<file path="src/rtl/inv_delay_pkg.sv">
// Shared types and reset defaults for the inverting delay controller.
package inv_delay_pkg;

  localparam int DW_DEF       = 4;
  localparam int CW_DEF       = 8;
  localparam int RISE_DLY_DEF = 3;
  localparam int FALL_DLY_DEF = 5;

  typedef enum logic [1:0] {
    STABLE_LO,
    STABLE_HI,
    RISE_PEND,
    FALL_PEND
  } state_t;

endpackage

</file>
<file path="src/rtl/inv_dly_timer.sv">
// Loadable down-counter; done flags the last cycle of a pending transition.
module inv_dly_timer #(
  parameter int DW = 4
) (
  input  logic          clk,
  input  logic          rst_n,
  input  logic          load,
  input  logic [DW-1:0] load_val,
  output logic          done
);

  logic [DW-1:0] cnt_q;

  // NOTE: sequential state is written with non-blocking assignments only, so
  // every flop samples pre-edge values regardless of block evaluation order.
  always_ff @(posedge clk or negedge rst_n) begin
    if (!rst_n) begin
      cnt_q <= '0;
    end else if (load) begin
      cnt_q <= load_val;
    end else if (cnt_q != '0) begin
      cnt_q <= cnt_q - DW'(1);
    end
  end

  assign done = (cnt_q == DW'(1));

endmodule

</file>
<file path="src/rtl/inv_delay_ctrl.sv">
// Cycle-based inverter with separate rise/fall delays and inertial filtering.
// Optional rejected-pulse counter on glitch_cnt when INV_GLITCH_CNT_EN is defined.
module inv_delay_ctrl
  import inv_delay_pkg::*;
#(
  parameter int DW       = DW_DEF,
  parameter int RISE_DEF = RISE_DLY_DEF,
  parameter int FALL_DEF = FALL_DLY_DEF,
  parameter int CW       = CW_DEF
) (
  input  logic          clk,
  input  logic          rst_n,
  input  logic          a,
  input  logic          cfg_valid,
  input  logic [DW-1:0] cfg_rise,
  input  logic [DW-1:0] cfg_fall,
  output logic          cfg_ready,
  output logic          y,
  output logic          busy
`ifdef INV_GLITCH_CNT_EN
  ,
  output logic [CW-1:0] glitch_cnt
`endif
);

  state_t        state_q, state_d;
  logic [DW-1:0] rise_q, fall_q;
  logic [DW-1:0] rise_eff, fall_eff;
  logic          target;
  logic          tmr_load, tmr_done;
  logic [DW-1:0] tmr_val;

  assign target   = ~a;
  assign rise_eff = (rise_q == '0) ? DW'(1) : rise_q;
  assign fall_eff = (fall_q == '0) ? DW'(1) : fall_q;

  // y is a pure decode of the registered state, so it changes only on edges.
  assign y         = (state_q == STABLE_HI) || (state_q == FALL_PEND);
  assign busy      = (state_q == RISE_PEND) || (state_q == FALL_PEND);
  assign cfg_ready = ~busy;

  always_ff @(posedge clk or negedge rst_n) begin
    if (!rst_n) begin
      state_q <= STABLE_HI;
      rise_q  <= DW'(RISE_DEF);
      fall_q  <= DW'(FALL_DEF);
    end else begin
      state_q <= state_d;
      if (cfg_valid && cfg_ready) begin
        rise_q <= cfg_rise;
        fall_q <= cfg_fall;
      end
    end
  end

  // The detect edge already counts as the first delay cycle, so the timer is
  // loaded with D-1 and D=1 toggles y on the detect edge itself.
  // NOTE: every output of this block gets a default first, so no path leaves
  // a variable unassigned and no latch is inferred.
  always_comb begin
    state_d  = state_q;
    tmr_load = 1'b0;
    tmr_val  = '0;
    unique case (state_q)
      STABLE_LO: if (target) begin
        if (rise_eff == DW'(1)) begin
          state_d = STABLE_HI;
        end else begin
          tmr_load = 1'b1;
          tmr_val  = rise_eff - DW'(1);
          state_d  = RISE_PEND;
        end
      end
      STABLE_HI: if (!target) begin
        if (fall_eff == DW'(1)) begin
          state_d = STABLE_LO;
        end else begin
          tmr_load = 1'b1;
          tmr_val  = fall_eff - DW'(1);
          state_d  = FALL_PEND;
        end
      end
      RISE_PEND: begin
        if (!target)       state_d = STABLE_LO;
        else if (tmr_done) state_d = STABLE_HI;
      end
      FALL_PEND: begin
        if (target)        state_d = STABLE_HI;
        else if (tmr_done) state_d = STABLE_LO;
      end
      default: state_d = STABLE_HI;
    endcase
  end

  inv_dly_timer #(.DW(DW)) u_timer (
    .clk      (clk),
    .rst_n    (rst_n),
    .load     (tmr_load),
    .load_val (tmr_val),
    .done     (tmr_done)
  );

`ifdef INV_GLITCH_CNT_EN
  logic cancel;

  // A pending transition whose target falls back to the current y is a reject.
  assign cancel = ((state_q == RISE_PEND) && !target) ||
                  ((state_q == FALL_PEND) &&  target);

  always_ff @(posedge clk or negedge rst_n) begin
    if (!rst_n) begin
      glitch_cnt <= '0;
    end else if (cancel && (glitch_cnt != '1)) begin
      glitch_cnt <= glitch_cnt + CW'(1);
    end
  end
`endif

endmodule

</file>
<file path="config.mk">
export PLATFORM = sky130hd
export DESIGN_NAME = inv_delay_ctrl
export DESIGN_NICKNAME = d
export VERILOG_FILES = /design/src/rtl/inv_delay_pkg.sv /design/src/rtl/inv_dly_timer.sv /design/src/rtl/inv_delay_ctrl.sv
export SDC_FILE = /design/constraint.sdc
export NUM_CORES = 1
export LEC_CHECK = 0
export CORE_AREA = 3 3 48 50
export CTS_CLUSTER_SIZE = 40
export DETAILED_ROUTE_END_ITERATION = 16
export DIE_AREA = 0 0 51 53
export GPL_ROUTABILITY_DRIVEN = 0
export PLACE_DENSITY = 0.7
export SYNTH_ARGS = -nofsm -noshare
export SYNTH_HDL_FRONTEND = slang
export SYNTH_SLANG_ARGS = --single-unit
</file>
<file path="constraint.sdc">
create_clock -name clk -period 2.9 [get_ports clk]
set_input_delay 0.435 -clock clk [delete_from_list [all_inputs] [get_ports clk]]
set_output_delay 0.435 -clock clk [all_outputs]
set_load 0.01 [all_outputs]
</file>
==> flow_metrics.tcl <==
set metrics [dict create \
    synth-main-ff-cell "dfrtp_1" \
    synth-seq-area-share_pct 39.4 \
    slew_headroom_pct 51.2 \
    area_growth_pct 19.5 \
    ys_ff_latch 14 \
    portBuffers 14 \
    drtAntennaViolNets 0 \
    async_flop_share_pct 100 \
    setup_viol 0 \
    slew_violations 0 \
    clkLatencyLatePin_ns 0.29 \
    crit_fanout 6 \
    end_kind "flip-flop" \
    whs_ns 0.523 \
    clkTransAtPathRegs_ns 0.09 \
    wire_per_inst_um 12.8 \
    status "finished, final reports clean" \
    vias_per_cell 5.22 \
    rsz0062_at_grt "false" \
    ctsHoldBuffers 0 \
    die_y_um 53 \
    n_antenna_cell 0 \
    hold_viol 0 \
    peakVddDrop_uv 494 \
    postLayoutCoreUtil_pct 55.7 \
    grt_pass1_wl_um 3020 \
    antenna_found_initial 0 \
    cts_root_buffer "clkbuf_4" \
    start_kind "flip-flop" \
    crit_type "reg -> reg" \
    fill_cells 188 \
    via_count 673 \
    cts_resized 0 \
    cts_buffer_depth 2 \
    p_total_uw 1100 \
    muxShareOfSynthArea_pct 12.4 \
    finalWirelength_um 1660 \
    synth_compound_area_share_pct 13.7 \
    synth_fp_nets 105 \
    core_area_um2 1940 \
    drcViolationCount 0 \
    start_util_pct 46.6 \
    synth_top_family_by_area "simple AND/OR/NAND/NOR gates" \
    grt_pass1_vias 710 \
    cts_buffers 3 \
    tightestPinTransition_ns 0.731 \
    ys.warnings.count 0 \
    finClkSkew_ns 0.0107 \
    synthCells 88 \
    setup_tns_ns 0 \
    crit_path_max_incr_delay_ns 0.57 \
    clkSinkCount 14 \
    synth_edf_count 0 \
    synth.distinct_cells 37 \
    min_period_over_period_pct 74.1 \
    period_minus_slack_ns 2.15 \
    cp.arrival_ns 2.33 \
    drtIter0Drc 4 \
    htreeDepth 1 \
    first_pass_iters 4 \
    postCtsSetupBuffers 0 \
    fin_nets 120 \
    overflow 0 \
    track_usage_pct 15.1 \
    postSynthAreaPerCell_um2 10.3 \
    synth_xor_area_share_pct 0.967 \
    ios 15 \
    max-cap-violations 0 \
    crit_required_ns 3.08 \
    tritoncts "yes" \
    hpwl_um 1320 \
    synth_area_um2 906 \
    cpMaxStageDelayCell "dfstp_2" \
    die_x_um 51 \
    min_path_type "in -> async" \
    fmax_mhz 465 \
    cp_cell_sequence "nor3_1, or2_2, ha_1, nor3b_1, o32ai_2, mux2_4" \
    synth_simple_gate_area_share_pct 21.5 \
    final_layout_size_suffix_gt1_share_pct 23.5 \
    grt_max_degree 15 \
    p_per_area_nw_per_um2 1010 \
    p_leak_uw 0.000445 \
    die_area_um2 2700 \
    rows 16 \
    synthAdderAreaFrac_pct 6.91 \
]
[logic make-up after synthesis]
logic type / Yosys count
compound gates: 16
xor+xnor: 1
fa+ha+maj: 5
buf+inv: 10
flops: 14
mux: 10
simple gates: 32
[Yosys cell counts (all sizes together) (2+ instances only)]
cell type	number	share of area, %
mux2	7	9.1
nor2b	4	2.8
clkbuf	2	0.83
nor2	5	2.1
o21ai	3	1.7
nor3b	3	2.5
o221ai	2	1.9
inv	6	2.5
ha	5	6.9
buf	2	1.8
nor3	3	1.7
a211o	2	2.1
nand2	3	1.2
or3	4	3.3
dfstp	5	15
a21oi	3	1.7
or2	2	1.4
dfrtp	9	25
mux2i	3	3.3
nand2b	2	1.4
[flip-flops by register name, summed over array words and instances, names as in the netlist]
| name | count |
|---|---|
| rise_q | 4 |
| u_timer.cnt_q | 4 |
| state_q | 2 |
| fall_q | 4 |
[stage by stage]
| stage | area (um^2) | setup WS [ns] | std cells |
|---|---|---|---|
| after floorplan | 906 | 0.901 | 88 |
| after global placement | 1060 | 0.826 | 125 |
| after detailed placement | 1060 | 0.777 | 125 |
| after CTS | 1080 | 0.754 | 129 |
| after global routing | 1080 | 0.652 | 129 |
| final | 1080 | 0.750 | 129 |
[layout make-up]
| class | instances | area [um^2] | area share (%) |
|---|---|---|---|
| inverter | 6 | 22.5 | 2.08 |
| clock buffer | 4 | 26.3 | 2.43 |
| timing repair buffer | 14 | 140 | 12.9 |
| sequential | 14 | 357 | 32.9 |
| tap | 27 | 33.8 | 3.12 |
| multi-input combinational | 64 | 503 | 46.5 |
[final timing paths]
path / startpoint / end / slack [ns] / cells past startpoint
max: fall_q[2] / u_timer.cnt_q[1] / 0.75 / 6
min: rst_n / fall_q[1] / 0.52 / 1
min in group clk: rise_q[1] / rise_q[1] / 0.55 / 2
min reg2reg: rise_q[1] / rise_q[1] / 0.55 / 2
max in group asynchronous: rst_n / state_q[1] / 1.96 / 1
max reg2reg: fall_q[2] / u_timer.cnt_q[1] / 0.75 / 6
[critical path, delay by kind of cell (launching register included)]
| kind | cells | cell delay (ns) |
|---|---|---|
| AOI/OAI and AO/OA | 1 | 0.44 |
| adders and majority gates | 1 | 0.18 |
| DFF | 1 | 0.57 |
| muxes | 1 | 0.34 |
| and+or+nand+nor | 3 | 0.51 |
[power by group]
| group | total, uW | switching [uW] | internal, uW |
|---|---|---|---|
| Clock | 122 | 68.3 | 53.6 |
| Sequential | 430 | 115 | 315 |
| Combinational | 543 | 238 | 306 |
[cell usage in the layout, fill, tap and decap left out, types with 2 or more instances in the layout]
| master | n |
|---|---|
| clkdlybuf4s50_1 | 14 |
| dfrtp_1 | 9 |
| inv_1 | 6 |
| mux2_2 | 6 |
| nor2_1 | 5 |
| ha_1 | 5 |
| dfstp_2 | 5 |
| nor2b_1 | 4 |
| nor3_1 | 3 |
| nor3b_1 | 3 |
| nand2_1 | 3 |
| or3_1 | 3 |
| mux2i_1 | 3 |
| a21oi_1 | 3 |
| o21ai_0 | 3 |
| clkbuf_4 | 3 |
| or2_2 | 2 |
| nand2b_1 | 2 |
| o221ai_1 | 2 |
[metal layers]
layer	vias up	track usage, %	part of all wire [%]
li1	345	-	-
met1	308	16.3	43
met2	15	27.9	51
met3	5	1.69	4.2
met4	0	9.42	2.3
met5	-	0	0
Power figures use the tool's default switching activity.
